==> config.mk <==
export PLATFORM = sky130hd
export DESIGN_NAME = zbt_arbiter
export DESIGN_NICKNAME = d
export VERILOG_FILES = /design/src/rtl/zbt_pkg.sv /design/src/rtl/zbt_rr_arbiter.sv /design/src/rtl/zbt_arbiter.sv
export SDC_FILE = /design/constraint.sdc
export NUM_CORES = 1
export LEC_CHECK = 0
export ABC_AREA = 0
export BUFFER_PORTS_ARGS = -buffer_cell sky130_fd_sc_hd__buf_2
export CAP_MARGIN = 10
export CORE_UTILIZATION = 50
export DETAILED_ROUTE_END_ITERATION = 8
export GPL_TIMING_DRIVEN = 0
export PLACE_DENSITY = 0.93
export REMOVE_ABC_BUFFERS = 1
export SYNTH_ARGS = -nofsm -noshare
export SYNTH_HDL_FRONTEND = slang
export SYNTH_HIERARCHICAL = 1
export SYNTH_SLANG_ARGS = --single-unit
==> constraint.sdc <==
create_clock -name clk -period 2.8 [get_ports clk]
set_input_delay 0.14 -clock clk [delete_from_list [all_inputs] [get_ports clk]]
set_output_delay 0.14 -clock clk [all_outputs]
set_load 0.02 [all_outputs]
==> src/rtl/zbt_pkg.sv <==
// -----------------------------------------------------------------------------
// zbt_pkg
//
// Shared definitions for the labkit ZBT SRAM arbiter slice.
//
//   ZBT_ADDR_W   - SRAM word address width (19 bits on the labkit banks)
//   ZBT_DATA_W   - SRAM data width including the four parity bits (36)
//   ZBT_RD_LAT   - SRAM cycles between a command on the pins and its data
//                  on the bus; also the depth of the tracking pipeline
//   zbt_port_e   - which requester a transaction belongs to
//   zbt_stage_t  - one slot of the tracking pipeline {valid, we, port, wdata}
// -----------------------------------------------------------------------------
package zbt_pkg;

    localparam int ZBT_ADDR_W = 19;
    localparam int ZBT_DATA_W = 36;
    localparam int ZBT_RD_LAT = 2;

    typedef enum logic {
        ZBT_PORT0 = 1'b0,
        ZBT_PORT1 = 1'b1
    } zbt_port_e;

    typedef struct packed {
        logic                  valid;
        logic                  we;
        zbt_port_e             port;
        logic [ZBT_DATA_W-1:0] wdata;
    } zbt_stage_t;

    // Builds a pipeline slot for a freshly granted transaction. Reads carry
    // zero write data so the bus-side data register never shows stale
    // requester data for a read slot.
    function automatic zbt_stage_t zbt_make_stage(
        input logic                  we,
        input zbt_port_e             port,
        input logic [ZBT_DATA_W-1:0] wdata
    );
        zbt_stage_t s;
        s.valid = 1'b1;
        s.we    = we;
        s.port  = port;
        s.wdata = we ? wdata : '0;
        return s;
    endfunction

endpackage

==> src/rtl/zbt_rr_arbiter.sv <==
// -----------------------------------------------------------------------------
// zbt_rr_arbiter
//
// Two-input, one-grant-per-cycle arbiter for the ZBT sequencer.
//
// Ports:
//   clk, reset   - system clock, synchronous active-high reset
//   req0, req1   - requests from the two ports
//   gnt0, gnt1   - combinational grants; at most one is high, both are low
//                  while reset is high
//
// Build option:
//   ZBT_ARB_FIXED_PRIO_EN - when defined port 0 always wins a tie and no
//                           round-robin state exists; port 1 is only served
//                           while req0 is low.
//   Undefined (default)   - round-robin: on a tie the port that was not
//                           granted most recently wins. Reset points the
//                           pointer at port 1 so port 0 wins the first tie.
// -----------------------------------------------------------------------------
module zbt_rr_arbiter
    import zbt_pkg::*;
(
    input  logic clk,
    input  logic reset,
    input  logic req0,
    input  logic req1,
    output logic gnt0,
    output logic gnt1
);

`ifdef ZBT_ARB_FIXED_PRIO_EN

    // Strict priority: port 0 first, port 1 only when port 0 is quiet.
    always_comb begin
        gnt0 = 1'b0;
        gnt1 = 1'b0;
        if (!reset) begin
            gnt0 = req0;
            gnt1 = req1 & ~req0;
        end
    end

    // clk only feeds the round-robin pointer; keep it visibly consumed.
    logic unused_clk;
    assign unused_clk = clk;

`else

    zbt_port_e last_q;
    zbt_port_e last_d;

    // A single requester always wins; on a tie the pointer decides.
    // The pointer only moves when a grant is actually issued so idle
    // cycles do not disturb the fairness order.
    always_comb begin
        gnt0   = 1'b0;
        gnt1   = 1'b0;
        last_d = last_q;
        if (!reset) begin
            if (req0 && req1) begin
                if (last_q == ZBT_PORT1) begin
                    gnt0 = 1'b1;
                end else begin
                    gnt1 = 1'b1;
                end
            end else begin
                gnt0 = req0;
                gnt1 = req1;
            end
            if (gnt0) begin
                last_d = ZBT_PORT0;
            end else if (gnt1) begin
                last_d = ZBT_PORT1;
            end
        end
    end

    always_ff @(posedge clk) begin
        if (reset) begin
            last_q <= ZBT_PORT1;
        end else begin
            last_q <= last_d;
        end
    end

`endif

endmodule

==> src/rtl/zbt_arbiter.sv <==
// -----------------------------------------------------------------------------
// zbt_arbiter
//
// Two-port arbiter and sequencer for one labkit ZBT SRAM bank. Shares the
// pipelined SRAM between two requesters with single-cycle grants, drives the
// registered ZBT control/address pins and lines write data and read data up
// with the SRAM's two-cycle pipeline. The ram_clk and its feedback path, and
// the bidirectional bus buffer, live in the top-level pin wrapper.
//
// Timing relative to the grant cycle G:
//   G+1  command on ram_ce_b / ram_we_b / ram_address
//   G+3  write data on ram_wdata with ram_wdata_oe high; for a read the SRAM
//        drives ram_rdata and it is captured at the end of this cycle
//   G+4  rvalid<port> pulses with rdata
//
// Ports:
//   clk, reset                 system clock, synchronous active-high reset
//   req*, we*, addr*, wdata*   requester side; wdata sampled in the grant cycle
//   gnt0, gnt1                 combinational grants
//   rvalid0, rvalid1, rdata    registered read return, rdata shared
//   ram_address, ram_we_b,
//   ram_ce_b                   registered SRAM command pins
//   ram_cen_b, ram_adv_ld,
//   ram_oe_b, ram_bwe_b        tied active (full-word, no bursts)
//   ram_wdata, ram_wdata_oe    write data and tristate enable for the wrapper
//   ram_rdata                  data coming back from the bus
//
// Build option:
//   ZBT_ARB_FIXED_PRIO_EN selects fixed port-0 priority inside
//   zbt_rr_arbiter; undefined gives round-robin.
//
// DATA_W and ADDR_W are expected to match ZBT_DATA_W / ZBT_ADDR_W since the
// tracking pipeline slot type comes from the shared package.
// -----------------------------------------------------------------------------
module zbt_arbiter
    import zbt_pkg::*;
#(
    parameter int ADDR_W = ZBT_ADDR_W,
    parameter int DATA_W = ZBT_DATA_W
) (
    input  logic              clk,
    input  logic              reset,

    input  logic              req0,
    input  logic              we0,
    input  logic [ADDR_W-1:0] addr0,
    input  logic [DATA_W-1:0] wdata0,

    input  logic              req1,
    input  logic              we1,
    input  logic [ADDR_W-1:0] addr1,
    input  logic [DATA_W-1:0] wdata1,

    output logic              gnt0,
    output logic              gnt1,

    output logic              rvalid0,
    output logic              rvalid1,
    output logic [DATA_W-1:0] rdata,

    output logic [ADDR_W-1:0] ram_address,
    output logic              ram_we_b,
    output logic              ram_ce_b,
    output logic              ram_cen_b,
    output logic              ram_adv_ld,
    output logic              ram_oe_b,
    output logic [3:0]        ram_bwe_b,
    output logic [DATA_W-1:0] ram_wdata,
    output logic              ram_wdata_oe,
    input  logic [DATA_W-1:0] ram_rdata
);

    // -------------------------------------------------------------------------
    // Grant logic
    // -------------------------------------------------------------------------
    zbt_rr_arbiter u_arb (
        .clk   (clk),
        .reset (reset),
        .req0  (req0),
        .req1  (req1),
        .gnt0  (gnt0),
        .gnt1  (gnt1)
    );

    // -------------------------------------------------------------------------
    // State
    // -------------------------------------------------------------------------
    zbt_stage_t        cmd_q;
    zbt_stage_t        cmd_d;
    zbt_stage_t        pipe_q [ZBT_RD_LAT];
    zbt_stage_t        pipe_d [ZBT_RD_LAT];

    logic [ADDR_W-1:0] ram_address_q;
    logic [ADDR_W-1:0] ram_address_d;
    logic              ram_ce_b_q;
    logic              ram_ce_b_d;
    logic              ram_we_b_q;
    logic              ram_we_b_d;

    logic [DATA_W-1:0] rdata_q;
    logic [DATA_W-1:0] rdata_d;
    logic              rvalid0_q;
    logic              rvalid0_d;
    logic              rvalid1_q;
    logic              rvalid1_d;

    zbt_stage_t        tail;
    logic              rd_hit;

    // -------------------------------------------------------------------------
    // Command stage: the granted request becomes the pin command for G+1.
    // With no grant the chip is deselected and the address is left where it
    // was so the address pins do not toggle needlessly.
    // -------------------------------------------------------------------------
    always_comb begin
        cmd_d         = '0;
        ram_address_d = ram_address_q;
        if (gnt0) begin
            cmd_d         = zbt_make_stage(we0, ZBT_PORT0, wdata0);
            ram_address_d = addr0;
        end else if (gnt1) begin
            cmd_d         = zbt_make_stage(we1, ZBT_PORT1, wdata1);
            ram_address_d = addr1;
        end
        ram_ce_b_d = ~cmd_d.valid;
        ram_we_b_d = ~(cmd_d.valid & cmd_d.we);
    end

    // -------------------------------------------------------------------------
    // Tracking pipeline: shifts each command along so that the last slot is
    // the transaction whose data phase is on the bus right now (G+3).
    // -------------------------------------------------------------------------
    always_comb begin
        pipe_d[0] = cmd_q;
        for (int i = 1; i < ZBT_RD_LAT; i++) begin
            pipe_d[i] = pipe_q[i-1];
        end
    end

    assign tail = pipe_q[ZBT_RD_LAT-1];

    // -------------------------------------------------------------------------
    // Read return: capture the bus at the end of the read's data phase and
    // flag the owning port for one cycle. rdata is only loaded on a read so
    // it holds its value between returns.
    // -------------------------------------------------------------------------
    always_comb begin
        rd_hit    = tail.valid & ~tail.we;
        rdata_d   = rd_hit ? ram_rdata : rdata_q;
        rvalid0_d = rd_hit & (tail.port == ZBT_PORT0);
        rvalid1_d = rd_hit & (tail.port == ZBT_PORT1);
    end

    // -------------------------------------------------------------------------
    // All registers. Reset drops every in-flight transaction so nothing
    // returns and the bus driver is released on the edge that sees reset.
    // -------------------------------------------------------------------------
    always_ff @(posedge clk) begin
        if (reset) begin
            cmd_q         <= '0;
            for (int i = 0; i < ZBT_RD_LAT; i++) begin
                pipe_q[i] <= '0;
            end
            ram_address_q <= '0;
            ram_ce_b_q    <= 1'b1;
            ram_we_b_q    <= 1'b1;
            rdata_q       <= '0;
            rvalid0_q     <= 1'b0;
            rvalid1_q     <= 1'b0;
        end else begin
            cmd_q         <= cmd_d;
            for (int i = 0; i < ZBT_RD_LAT; i++) begin
                pipe_q[i] <= pipe_d[i];
            end
            ram_address_q <= ram_address_d;
            ram_ce_b_q    <= ram_ce_b_d;
            ram_we_b_q    <= ram_we_b_d;
            rdata_q       <= rdata_d;
            rvalid0_q     <= rvalid0_d;
            rvalid1_q     <= rvalid1_d;
        end
    end

    // -------------------------------------------------------------------------
    // Outputs. The write data slot is read straight from the last pipeline
    // register, so ram_wdata and its enable are registered too.
    // -------------------------------------------------------------------------
    assign ram_address  = ram_address_q;
    assign ram_ce_b     = ram_ce_b_q;
    assign ram_we_b     = ram_we_b_q;
    assign ram_cen_b    = 1'b0;
    assign ram_adv_ld   = 1'b0;
    assign ram_oe_b     = 1'b0;
    assign ram_bwe_b    = 4'b0000;
    assign ram_wdata    = tail.wdata;
    assign ram_wdata_oe = tail.valid & tail.we;

    assign rdata        = rdata_q;
    assign rvalid0      = rvalid0_q;
    assign rvalid1      = rvalid1_q;

endmodule

# Word-level counts from Yosys, hierarchy flattened
# Memory sizes are Yosys's and may differ from the RTL's.
# Index checks and enable logic that the tools add are counted.
[word_totals] ff_bits=99 latch_bits=0 ramBits=78 mem_bits_ro=0 in_bits=152 out_inout_bits=105 wordCells=48 memories=1
[classes] n_addsub=0 multipliers=0 div=0 n_lt_le_gt_ge=0 eq_ne=0 shift=0 mux=21 n_bitwise=11 reduce_logical=4
[mem_list] memory="pipe_q" depth=2 width=39 rd=2 rd_clocked_by_memory_dff=0 write_ports=2 line="zbt_arbiter.sv:90" rtl="zbt_stage_t pipe_q [ZBT_RD_LAT];"
[op_table] operator="39-bit two-way mux" count=4
[op_table] operator="36-bit two-way mux" count=2
[op_table] operator="19-bit two-way mux" count=2
[op_table] operator="1-bit two-way mux" count=13
[op_table] operator="1-bit AND" count=5
[op_table] operator="1-bit inverter" count=4
[op_table] operator="2-bit nonzero test" count=2
[op_table] operator="1-bit OR" count=2
[op_table] operator="2-bit OR reduction" count=1
[op_table] operator="1-bit logical AND" count=1

# Logic depth before layout (Yosys ltp)
[depth] ltp_word=8 depth_mapped=8

# Modules after synthesis
# Netlist, hierarchy kept.
[by_module_without_submodules] mod="zbt_arbiter" n_inst=1 cells_each=589 area_per_inst_um2=6238.5
[by_module_without_submodules] mod="zbt_rr_arbiter" n_inst=1 cells_each=7 area_per_inst_um2=57.6

# Worst setup path after synthesis
# No wires, ideal clock.
[synth_timing] path_type="register to register" start="register u_arb.last_q" end="register ram_address_q[10] (netlist: ram_address[10])" setup_time_ns=0.128 arrival_time_ns=1.892 t_required_ns=2.672 slack_ns=0.780 path_stages_with_launch=6 path_buffers=1 period_less_slack_ns=2.020 path_cell_list="dfxtp_1 > a211oi_1 > buf_2 > mux2_2 > mux2i_1 > nor2_1"
[synth_between] elab_chain_len=5
[synth_lines] item="start: declaration" line="zbt_rr_arbiter.sv:49" rtl="zbt_port_e last_q;"
[synth_lines] item="start signal: assignment" line="zbt_rr_arbiter.sv:82" rtl="last_q <= last_d;"
[synth_lines] item="1-bit two-way mux" line="zbt_rr_arbiter.sv:61" rtl="if (last_q == ZBT_PORT1) begin"
[synth_lines] item="1-bit two-way mux" line="zbt_rr_arbiter.sv:60" rtl="if (req0 && req1) begin"
[synth_lines] item="1-bit two-way mux (2 in series)" line="zbt_rr_arbiter.sv:59" rtl="if (!reset) begin"
[synth_lines] item="net gnt1" line="zbt_arbiter.sv:55" rtl="output logic gnt1,"
[synth_lines] item="2-bit nonzero test (no line)"
[synth_lines] item="end signal: assignment" line="zbt_arbiter.sv:175" rtl="ram_address_q <= ram_address_d;"
[synth_lines] item="end: declaration" line="zbt_arbiter.sv:93" rtl="logic [ADDR_W-1:0] ram_address_q;"
# The timed path passes the listed nets, and every way through them passes these cells. The select of a mux whose other input is x is not followed.
# A chain may end at the register's enable or synchronous reset.

# Worst setup path after layout
[layout_timing] start="register u_arb.last_q" end="register cmd_q[34] (netlist name)"
[layout_between] elab_chain_len=6
[layout_lines] item="1-bit two-way mux" line="zbt_rr_arbiter.sv:61"
[layout_lines] item="1-bit two-way mux" line="zbt_rr_arbiter.sv:60"
[layout_lines] item="1-bit two-way mux (2 in series)" line="zbt_rr_arbiter.sv:59"
[layout_lines] item="39-bit two-way mux" line="zbt_arbiter.sv:121" rtl="end else if (gnt1) begin"
[layout_lines] item="39-bit two-way mux (*)" line="zbt_arbiter.sv:118" rtl="if (gnt0) begin"
[layout_lines] item="end signal: assignment" line="zbt_arbiter.sv:171" rtl="cmd_q <= cmd_d;"
[layout_lines] item="end: declaration" line="zbt_arbiter.sv:88" rtl="zbt_stage_t cmd_q;"
# Every way passes the cells marked *; elsewhere a longest branch is shown, timed or not. The select of a mux whose other input is x is not followed.

==> impl_results.md <==
- Crit-path max cell delay: ~0.60 ns
- Final setup viols: 0
- Post-synthesis sequential area ratio: between 50 and 60%
- Total grt overflow: 0
- Initial Utilization: 51.8%
- Die footprint: roughly 0.013 mm2
- Fillcell total: 691
- Setup TNS: 0 ns
- Crit-path cells: nor2b_2 -> nor3_4 -> buf_6 -> and2_2 -> buf_12 -> a22oi_2 -> dlygate4sd3_1 -> nor2_2
- Max Transition Viols Final: 0
- First-pass GRT wire length: 27800 um
- R2r endpoint: cmd_q[34]
- Hold Violations, Final: 0
- Final WS setup: ~0.22 ns
- Multi-input logic area: ~0.0022 mm2
- Max cap viols: 0
- Hold EP: cmd_q[1]
- Final Util: 76.0%
- WP data required: roughly 3.2 ns
- Inserted Clock Buffers: 17
- H-tree depth: 4
- Worst path slowest cell: dlygate4sd3_1
- Min-Delay Path Depth: 3
- # nets final: ~1100
- Number of placed I/O pins: 257
- Peak supply drop: roughly 410 uV
- Fin crit share: between 90% and 100%
- Startpoint types: register
- Synth cell types: 27
- Skew-Pair Late Insertion Delay: 0.41 ns
- YS warnings: 6
- Setup slack, reg-to-reg: approximately 0.22 ns
- Run status: complete, no violations
- Final min period: approximately 2.6 ns
- Relative slew slack: a little over half
- Die X-Extent: 114 um
- PD cells: between 600 and 700 mW/mm2
- Critical path peak fanout: 29
- Via Count: between 5000 and 6000
- Initial antenna violation count: 1
- CTS tree: yes
- GPL Wtd Cong: between 0.7 and 0.8
- Flops & latches, synth: about 180
- Root buffer cell: clkbuf_16
- Largest net degree at the start of global routing: between 100 and 150
- Die Ht: between 100 and 150 um
- CP endpoint kind: register
- GRT Util Overall: between 20 and 30%
- Area growth syn-to-layout: 46.9%
- Initial DRT Pass Iterations: 5
- Setup Skew: ~0.0083 ns
- Clk buf depth: 2
- Post-route insts no fill: between 1000 and 1500
- Setup bufs post-CTS: 0
- Max Fclk: between 300 and 400 MHz
- Final ANT Viol Nets: 0
- Port-buffer cells: around 250
- Register area: about 0.0035 mm2
- Worst slack at placement: roughly 0.54 ns
- Routed Wire Length: 18300 um
- Row count: 40
- Clock transition at the registers of the reported paths: 0.07 ns
- Vias per inst: between 4 and 5
- Worst R2R Start: u_arb/last_q
- CP Class: register to register
- Layout cells sized above 1: roughly two fifths
- CP Data Arrival Time: 2.93 ns
- Num Clock Sinks: roughly 180
- Drc violations: 0
- Wire length per cell: ~17 um
- Core ar.: approximately 0.012 mm2
- Number of global-route vias before repair: around 5600
- Hold Startpoint: wdata0[1]
- Leakage: about 4 nW
- RSZ-0062 raised after global routing: no
- Placed cells: between 900 and 1000
- Post-DP HPWL: between 9000 and 10000 um
- Synth Cell Area: between 0.006 and 0.007 mm2
- Class of the worst hold path: input port to register
- Syn Area/Cell: around 11 um2
- Worst Reg2Reg Path Length in Cells: 8
- DR iter-0 viols: ~430
- Slew @ Worst Pin: roughly 0.7 ns
- Mapped Cells: between 500 and 600
-- report_power, final --
group / internal, W / switching [W]
sequential: 0.00258 / 0.0000269
combinational: 0.000311 / 0.000289
clock: 0.00135 / 0.00104
total: 0.00424 / 0.00135
-- repair_timing --
item / 4_1_cts / 5_1_grt
resized for setup: 0 / 1
hold endpoints to repair: 91 / 0
hold buffers: 126 / 0
endpoints found under the setup margin: 0 / 2
-- cells in the mapped netlist --
cell type  count  area share (%)
dfxtp_1      177              56
buf_4         45             5.4
nand2_1       72             4.3
a22oi_1        6            0.72
conb_1         1           0.060
nor2b_1       79             7.8
a21oi_1       36             2.9
mux2_2        19             3.4
a22oi_2       30             6.0
a211o_1        1            0.14
inv_1          3            0.18
buf_12         3            0.95
and2_1         2            0.20
buf_6          5            0.89
nand2b_1       1           0.099
and3b_1        1            0.14
clkbuf_1      15            0.89
nor2b_2        1            0.14
nor2_2        30             3.0
or2_2          1           0.099
or2_1          1           0.099
nor3b_1        2            0.24
nor3_1         2            0.16
buf_2         15             1.2
nor2_1        28             1.7
a211oi_1       1            0.12
mux2i_1       19             3.0
-- critical path, delay by kind of cell, from the launching register on --
| family | cells | cell delay, ns |
|---|---|---|
| flip-flops | 1 | 0.42 |
| AO/OA/AOI/OAI | 1 | 0.13 |
| AND/OR/NAND/NOR | 4 | 0.86 |
| buffers and inverters | 3 | 1.09 |
-- area by class of cell --
type                            count  area share [%]
Antenna cell                        1          0.0271
Clock buffer                       17            4.60
Clock inverter                     15            1.88
Inverter                            3           0.122
Multi-Input combinational cell    339            23.9
Sequential cell                   177            38.3
Tap cell                          168            2.27
Timing Repair Buffer              383            28.9
-- worst max-delay path by stage --
stage / from / endpoint / slack (ns) / cells after the start
after floorplan: u_arb/last_q / ram_we_b / -1.87 / 5
after global placement: reset / cmd_q[1] / -4.35 / 5
after detailed placement: reset / ram_we_b / 0.54 / 7
after CTS: u_arb/last_q / cmd_q[20] / 0.16 / 8
after global routing: u_arb/last_q / cmd_q[19] / 0.12 / 8
final: u_arb/last_q / cmd_q[34] / 0.22 / 8
-- through the flow --
step	hold WS (ns)	total power (W)	instance area, um2
6_report	0.0555	0.00559	9250
5_1_grt	0.0297	0.00577	9250
4_1_cts	0.0107	0.00557	9240
3_5_place_dp	0.376	0.00310	7380
3_3_place_gp	0.371	0.00307	7190
2_1_floorplan	0.207	0.00286	5730
-- layout by cell type, fill, tap and decap left out, drive strengths merged --
| master | n |
|---|---|
| a21oi | 36 |
| a211o | 1 |
| dfxtp | 177 |
| nor3b | 2 |
| a22oi | 36 |
| bufinv | 2 |
| buf | 257 |
| nor2 | 58 |
| nand2b | 1 |
| diode | 1 |
| clkinvlp | 1 |
| and3b | 1 |
| dlygate4sd3 | 126 |
| nor2b | 80 |
| or2 | 2 |
| clkbuf | 17 |
| conb | 7 |
| and2 | 2 |
| mux2i | 19 |
| nand2 | 72 |
| a211oi | 1 |
| nor3 | 2 |
| inv | 10 |
| mux2 | 19 |
| clkinv | 5 |
-- logic make-up after synthesis --
group           Yosys count  share of synthesized area [%]
compound gates           74                           9.80
other cells               1                         0.0596
mux                      38                           6.42
simple gates            220                           18.0
flops                   177                           56.3
buf+inv                  86                           9.48
-- sequential cells by signal, indices dropped and copies added (netlist names) --
name and flops:
rvalid0 1, u_arb/last_q 1, ram_ce_b 1, ram_address 19
rdata 36, ram_we_b 1, rvalid1 1, cmd_q 39
pipe_q 78
-- layer usage --
layer  track usage, %  up-vias  part of all wire, %
met2             51.2      302                   51
met3             8.47       79                  8.1
met1             28.1     2504                   36
li1                 -     2528                    -
met5                0        -                    0
met4             16.5        0                  4.6
No activity file was read; power rests on OpenSTA's default activity.
